## config.mk

```make
export PLATFORM = sky130hd
export DESIGN_NAME = ttl_pulse_gen
export DESIGN_NICKNAME = d
export VERILOG_FILES = /design/src/rtl/ttl_pulse_gen.sv
export SDC_FILE = /design/constraint.sdc
export NUM_CORES = 1
export LEC_CHECK = 0
export BUFFER_PORTS_ARGS = -buffer_cell sky130_fd_sc_hd__buf_2
export CAP_MARGIN = 0
export CORE_UTILIZATION = 40
export CTS_CLUSTER_SIZE = 16
export DETAILED_ROUTE_END_ITERATION = 12
export SETUP_SLACK_MARGIN = 0.3
export SLEW_MARGIN = 20
export SYNTH_ARGS = -nofsm -noshare
export SYNTH_HDL_FRONTEND = slang
export SYNTH_SLANG_ARGS = --single-unit
```

## constraint.sdc

```tcl
create_clock -name clk -period 3.22 [get_ports clk]
set_input_delay 0.322 -clock clk [delete_from_list [all_inputs] [get_ports clk]]
set_output_delay 0.322 -clock clk [all_outputs]
set_load 0.005 [all_outputs]
```

## src/rtl/ttl_pulse_gen.sv

```systemverilog
// TTL-like pulse synthesiser on a continuous DAC AXI4-Stream.
// Optional TTL_PULSE_PERIODIC_EN adds a run input for automatic re-launch.
module ttl_pulse_gen #(
  parameter int DAC_WIDTH        = 10,
  parameter int AXIS_TDATA_WIDTH = 16,
  parameter int CNT_WIDTH        = 32,
  parameter int HIGH_CODE        = 200,
  parameter int LOW_CODE         = 0
) (
  input  logic                        clk,
  input  logic                        rst,
`ifdef TTL_PULSE_PERIODIC_EN
  input  logic                        run,
`endif
  input  logic                        start,
  input  logic [CNT_WIDTH-1:0]        delay_cycles,
  input  logic [CNT_WIDTH-1:0]        width_cycles,
  input  logic [CNT_WIDTH-1:0]        holdoff_cycles,
  output logic [AXIS_TDATA_WIDTH-1:0] M_AXIS_OUT_tdata,
  output logic                        M_AXIS_OUT_tvalid,
  input  logic                        M_AXIS_OUT_tready,
  output logic                        busy,
  output logic                        done
);

  localparam int PAD = AXIS_TDATA_WIDTH - DAC_WIDTH;
  localparam logic [DAC_WIDTH-1:0] HI_C = DAC_WIDTH'(HIGH_CODE);
  localparam logic [DAC_WIDTH-1:0] LO_C = DAC_WIDTH'(LOW_CODE);
  localparam logic [AXIS_TDATA_WIDTH-1:0] HI_W =
    AXIS_TDATA_WIDTH'(HI_C) << PAD;
  localparam logic [AXIS_TDATA_WIDTH-1:0] LO_W =
    AXIS_TDATA_WIDTH'(LO_C) << PAD;
  localparam logic [CNT_WIDTH-1:0] ONE = CNT_WIDTH'(1);

  typedef enum logic [1:0] {
    IDLE,
    DELAY,
    PULSE,
    HOLDOFF
  } state_e;

  state_e                      state_q, state_d, ld_state;
  logic [CNT_WIDTH-1:0]        cnt_q, cnt_d;
  logic [CNT_WIDTH-1:0]        wid_q, wid_d;
  logic [CNT_WIDTH-1:0]        hold_q, hold_d;
  logic [CNT_WIDTH-1:0]        ld_wid, ld_cnt;
  logic [AXIS_TDATA_WIDTH-1:0] tdata_q, code_d;
  logic                        tvalid_q;
  logic                        done_q, done_d;
  logic                        beat, launch, relaunch, fin;

  assign beat = tvalid_q & M_AXIS_OUT_tready;

`ifdef TTL_PULSE_PERIODIC_EN
  assign launch   = start | run;
  assign relaunch = run;
`else
  assign launch   = start;
  assign relaunch = 1'b0;
`endif

  // Width of zero still yields one high beat
  assign ld_wid   = (width_cycles == '0) ? ONE : width_cycles;
  assign ld_state = (delay_cycles != '0) ? DELAY : PULSE;
  assign ld_cnt   = (delay_cycles != '0) ? delay_cycles : ld_wid;

  always_comb begin
    state_d = state_q;
    cnt_d   = cnt_q;
    wid_d   = wid_q;
    hold_d  = hold_q;
    done_d  = 1'b0;
    fin     = 1'b0;
    if (beat) begin
      unique case (state_q)
        IDLE: begin
          if (launch) begin
            state_d = ld_state;
            cnt_d   = ld_cnt;
            wid_d   = ld_wid;
            hold_d  = holdoff_cycles;
          end
        end
        DELAY: begin
          if (cnt_q == ONE) begin
            state_d = PULSE;
            cnt_d   = wid_q;
          end else begin
            cnt_d = cnt_q - ONE;
          end
        end
        PULSE: begin
          if (cnt_q == ONE) begin
            if (hold_q != '0) begin
              state_d = HOLDOFF;
              cnt_d   = hold_q;
            end else begin
              fin = 1'b1;
            end
          end else begin
            cnt_d = cnt_q - ONE;
          end
        end
        HOLDOFF: begin
          if (cnt_q == ONE) fin = 1'b1;
          else cnt_d = cnt_q - ONE;
        end
        default: state_d = IDLE;
      endcase
      if (fin) begin
        done_d  = 1'b1;
        state_d = IDLE;
        cnt_d   = '0;
        // Periodic mode passes through IDLE without spending a beat there
        if (relaunch) begin
          state_d = ld_state;
          cnt_d   = ld_cnt;
          wid_d   = ld_wid;
          hold_d  = holdoff_cycles;
        end
      end
    end
  end

  assign code_d = (state_d == PULSE) ? HI_W : LO_W;

  always_ff @(posedge clk) begin
    if (!rst) begin
      state_q  <= IDLE;
      cnt_q    <= '0;
      wid_q    <= '0;
      hold_q   <= '0;
      tdata_q  <= LO_W;
      tvalid_q <= 1'b0;
      done_q   <= 1'b0;
    end else begin
      state_q  <= state_d;
      cnt_q    <= cnt_d;
      wid_q    <= wid_d;
      hold_q   <= hold_d;
      tvalid_q <= 1'b1;
      done_q   <= done_d;
      if (beat) tdata_q <= code_d;
    end
  end

  assign M_AXIS_OUT_tdata  = tdata_q;
  assign M_AXIS_OUT_tvalid = tvalid_q;
  assign busy              = (state_q != IDLE);
  assign done              = done_q;

endmodule
```

Word level (Yosys, flattened, before mapping)
Cells that the tools add are included.

Register bits after elaboration: 116. Input port bits: 100. Output and inout bits: 19. Word-level logic and storage cells: 50.

Add/subtract/negate cells: 1. Eq/ne operators: 8. Muxes and demuxes: 25. Bitwise operators: 1. Reduce and logical (&&, ||, !) cells: 8.

Operators by type and width (count): two-way mux 32 bit (8); one-hot mux 32 bit (4 select lines) (1); nonzero test 32 bit (2); equality test 32 x 1 -> 1 bit, second input constant (1); logical NOT 32 bit (1); subtractor 32 x 1 -> 32 bit, second input constant (1); two-way mux 14 bit (1); two-way mux 2 bit (7); equality test 2 bit, second input constant (3); two-way mux 1 bit (6); inequality test 3 bit, second input constant (2); one-hot mux 2 bit (3 select lines) (1); inequality test 4 bit, second input constant (1); AND reduction 4 bit (1); AND reduction 3 bit (1); equality test 2 x 1 -> 1 bit, second input constant (1); logical NOT 2 bit (1); one-hot mux 1 bit (2 select lines) (1); AND reduction 2 bit (1); nonzero test 2 bit (1); AND 1 bit (1).

Longest topological paths before layout
Word-level depth: 9. Mapped depth: 10. Gate-level depth less buffers: 8.

Worst setup path after synthesis
Ideal clock, no wire load.

Path type: reg2reg. From: reg cnt_q[15]. To: reg cnt_q[25]. Setup time: 0.117 ns. Data arrival time: 2.765 ns. Data required time: 3.103 ns. Path slack: 0.338 ns. Cell stages (with the launch flop): 9. Path buffers: 2. Clock period less this slack: 2.882 ns. Path through: dfxtp_1 -> or4_1 -> buf_2 -> or4_4 -> buf_6 -> o41ai_4 -> nand2_4 -> a221o_1 -> a32o_1.

Word-level cells in the longest chain between the ends: 6. Elaborated cells between the ends (all ways): 15. Classes of those cells: add/sub: 1; eq/ne: 4; mux: 9; reduce/logical: 1.

RTL lines: start: declaration (RTL line 43) `logic [CNT_WIDTH-1:0] cnt_q, cnt_d;`; start signal: assignment (RTL line 138) `cnt_q <= cnt_d;`; parallel branches: the longest is 6 deep, another holds subtractor 32 x 1 -> 32 bit.

Several ways; the timed one is not identified. The select of a mux whose other input is x is not followed. A chain may end at the register's enable or synchronous reset.

Worst setup path in the final report
From: reg cnt_q[16]. To: reg cnt_q[29].

Same word-level chain as after synthesis.

==> metrics.txt <==
status complete, no violations; Die Width between 100 and 150 µm; final setup vio count 0; post-route clock period utilization 0.867; Total Routed Length 19300 µm; Clock transition at path regs 70 ps; total power around 0.0030 W; Starting DRT DRC Count 555; IO Count between 100 and 150; drt pass-1 iters 5; clock root cell clkbuf_16; Post-Synth Simple-Gate Area 0.247; Net count, final 947; die area 0.0145 mm²; CTS tree yes; Initial Utilization 0.418; Slew Limit Fails 0; Die Ht 121 µm; Synth Warn # 0; fin crit period 2790 ps; largest family of logic cells by synthesized area compound AO/OA/AOI/OAI gates; fraction of layout cells with a size suffix above 1 0.200; Synth Flop Type dfxtp_1; Worst-Margin Slew between 1000 and 1500 ps; Worst Skew approximately 7.0 ps; Cell variety after synth 62; unrepaired setup endpoints after global routing false; syn avg cell area 7.47 µm²; worst path required time 3460 ps; synthesis-to-layout area growth 18.9%; Peak supply drop about 0.24 mV; wire per inst approximately 19 µm; cell area after technology mapping between 0.005 and 0.006 mm²; CP Launch Type flop; dominant cells by area after synthesis dfxtp_1 36%, nand2_1 11%, a21oi_1 7.4%; share of the synthesized area in the top cell type 0.360; Total GRT Usage 0.275; post-cts hold buffer count 0; via count 6074; drc violations 0; first-pass GRT wire length approximately 31000 µm; Critical Path End Type flop; Sinks on Clock Net 101; most common cell after layout, fill and taps aside nand2_1; total negative setup slack 0 ps; Seq/Total Area, Yosys 0.360; Core Region 0.0135 mm²; H-tree Lvls 3; via/cell ratio 5.92; Post-Synthesis Cells 752; Port Buffers between 100 and 150; pwr/cell area 450 mW/mm²; worst-skew pair later-pin latency 350 ps; Synth Area in Compound Gates 0.293; commonest non-fill, non-tap cells in the layout 164 x nand2_1, 105 x buf_2, 101 x dfxtp_1, 83 x a21oi_1, 41 x inv_1; leak pwr 2.71 nW; Peak Freq between 300 and 400 MHz; XOR/XNOR share of the synthesized area 0.00935; flops & latches, synth about 100; asr flop ratio synth 0; largest net degree at the start of global routing 68; antenna cell count 0; CTS buffer count 9; crit-path max FO 7; critical path class flop to flop; grt total ovfl 0; Cell Rows 42; CP arrival between 3000 and 4000 ps; Final HPWL DP 14300 µm; Max Cap Viol 0; vias in the first global route 5587; mux contribution to synthesized area 0; Synth Area in Adders 0.00445; CTS Buffer Depth 2; biggest area consumer among synthesized cells dfxtp_1; Placer Congestion 0.950; Final Hold Viols 0; post-route antenna net violation count 0; number of synthesized flops with an enable pin 0; initial antenna violation count 0; HP Class input pin to flop; Slew HR 0.294
-- final cells by class --
type,instances,area (µm²)
Tap cell,176,220
Inverter,42,158
Multi-Input combinational cell,555,3200
Fill cell,1373,6770
Timing Repair Buffer,136,783
Clock inverter,4,47.5
Clock buffer,12,246
Sequential cell,101,2020
-- synth_stat cells (all sizes together) (3+ instances only) --
master / instances
or3: 7
a221o: 7
o22ai: 10
o31a: 5
or4: 6
buf: 29
clkbuf: 37
o211ai: 3
o311ai: 5
a221oi: 10
nor4: 36
nand3: 6
and2: 4
a22o: 14
xnor2: 3
o41ai: 5
and4: 4
nor2: 22
inv: 41
a21oi: 83
nand4: 12
o31ai: 18
and3: 6
a211o: 10
a22oi: 5
o21ai: 25
a31oi: 8
o21a: 5
a32o: 5
dfxtp: 101
a211oi: 4
xor2: 3
nand2: 165
o2bb2ai: 3
nor3: 20
-- sequential cells by signal (all words and copies together) (netlist names) --
| name | flops |
|---|---|
| cnt_q | 32 |
| state_q | 2 |
| wid_q | 32 |
| hold_q | 32 |
| done | 1 |
| M_AXIS_OUT_tvalid | 1 |
| M_AXIS_OUT_tdata | 1 |
-- repair_timing --
item	4_1_cts	5_1_grt
buffers inserted	1	0
endpoints found under the setup margin	16	19
pin swaps	2	0
gates resized for setup	3	4
gates cloned	0	0
-- worst paths after layout --
check                                    to  cells after the start  slack, ps              startpoint
setup / recovery     cnt_q[29]$_SDFFE_PN0P_                      6        430  cnt_q[16]$_SDFFE_PN0P_
hold / removal    M_AXIS_OUT_tvalid$_DFF_P_                      1        180                     rst
setup reg to reg     cnt_q[29]$_SDFFE_PN0P_                      6        430  cnt_q[16]$_SDFFE_PN0P_
hold reg to reg      wid_q[11]$_SDFFE_PN0P_                      2        460  wid_q[11]$_SDFFE_PN0P_
-- stage by stage --
| step | area, µm² | worst slack [ps] | util | hold slack [ps] | cells |
|---|---|---|---|---|---|
| global route | 6680 | 303 | 0.497 | 188 | 1026 |
| floorplan | 5670 | 338 | - | 350 | 764 |
| CTS | 6660 | 307 | 0.495 | 179 | 1026 |
| finish | 6680 | 427 | 0.497 | 181 | 1026 |
| global placement | 6350 | 240 | 0.472 | 443 | 1009 |
| detailed placement | 6350 | 213 | 0.472 | 447 | 1009 |
-- worst max-delay path, cell delays in order, from the launching register on --
cell and delay (ps):
dfxtp_1 340, or4_4 560, or4_4 550, or4_4 550, o31ai_1 220, o21ai_0 130
a221o_1 330
-- routing by layer --
metal	vias to the layer above	track usage	wire (µm)
met5	-	0	0
met1	2854	0.387	8800
met3	40	0.0344	1380
met2	274	0.408	8310
li1	2906	-	-
met4	0	0.144	810
-- report_power, final --
part | internal [W] | switching (W)
logic | 0.000225 | 0.000352
registers | 0.00129 | 0.0000416
clock network | 0.000622 | 0.000474
total | 0.00214 | 0.000868
-- cells by family after synthesis --
group | count (synthesis)
xor+xnor | 6
flops | 101
buf+inv | 108
fa+ha+maj | 2
simple gates | 296
compound gates | 238
other cells | 1
(Power assumes the default switching activity.)
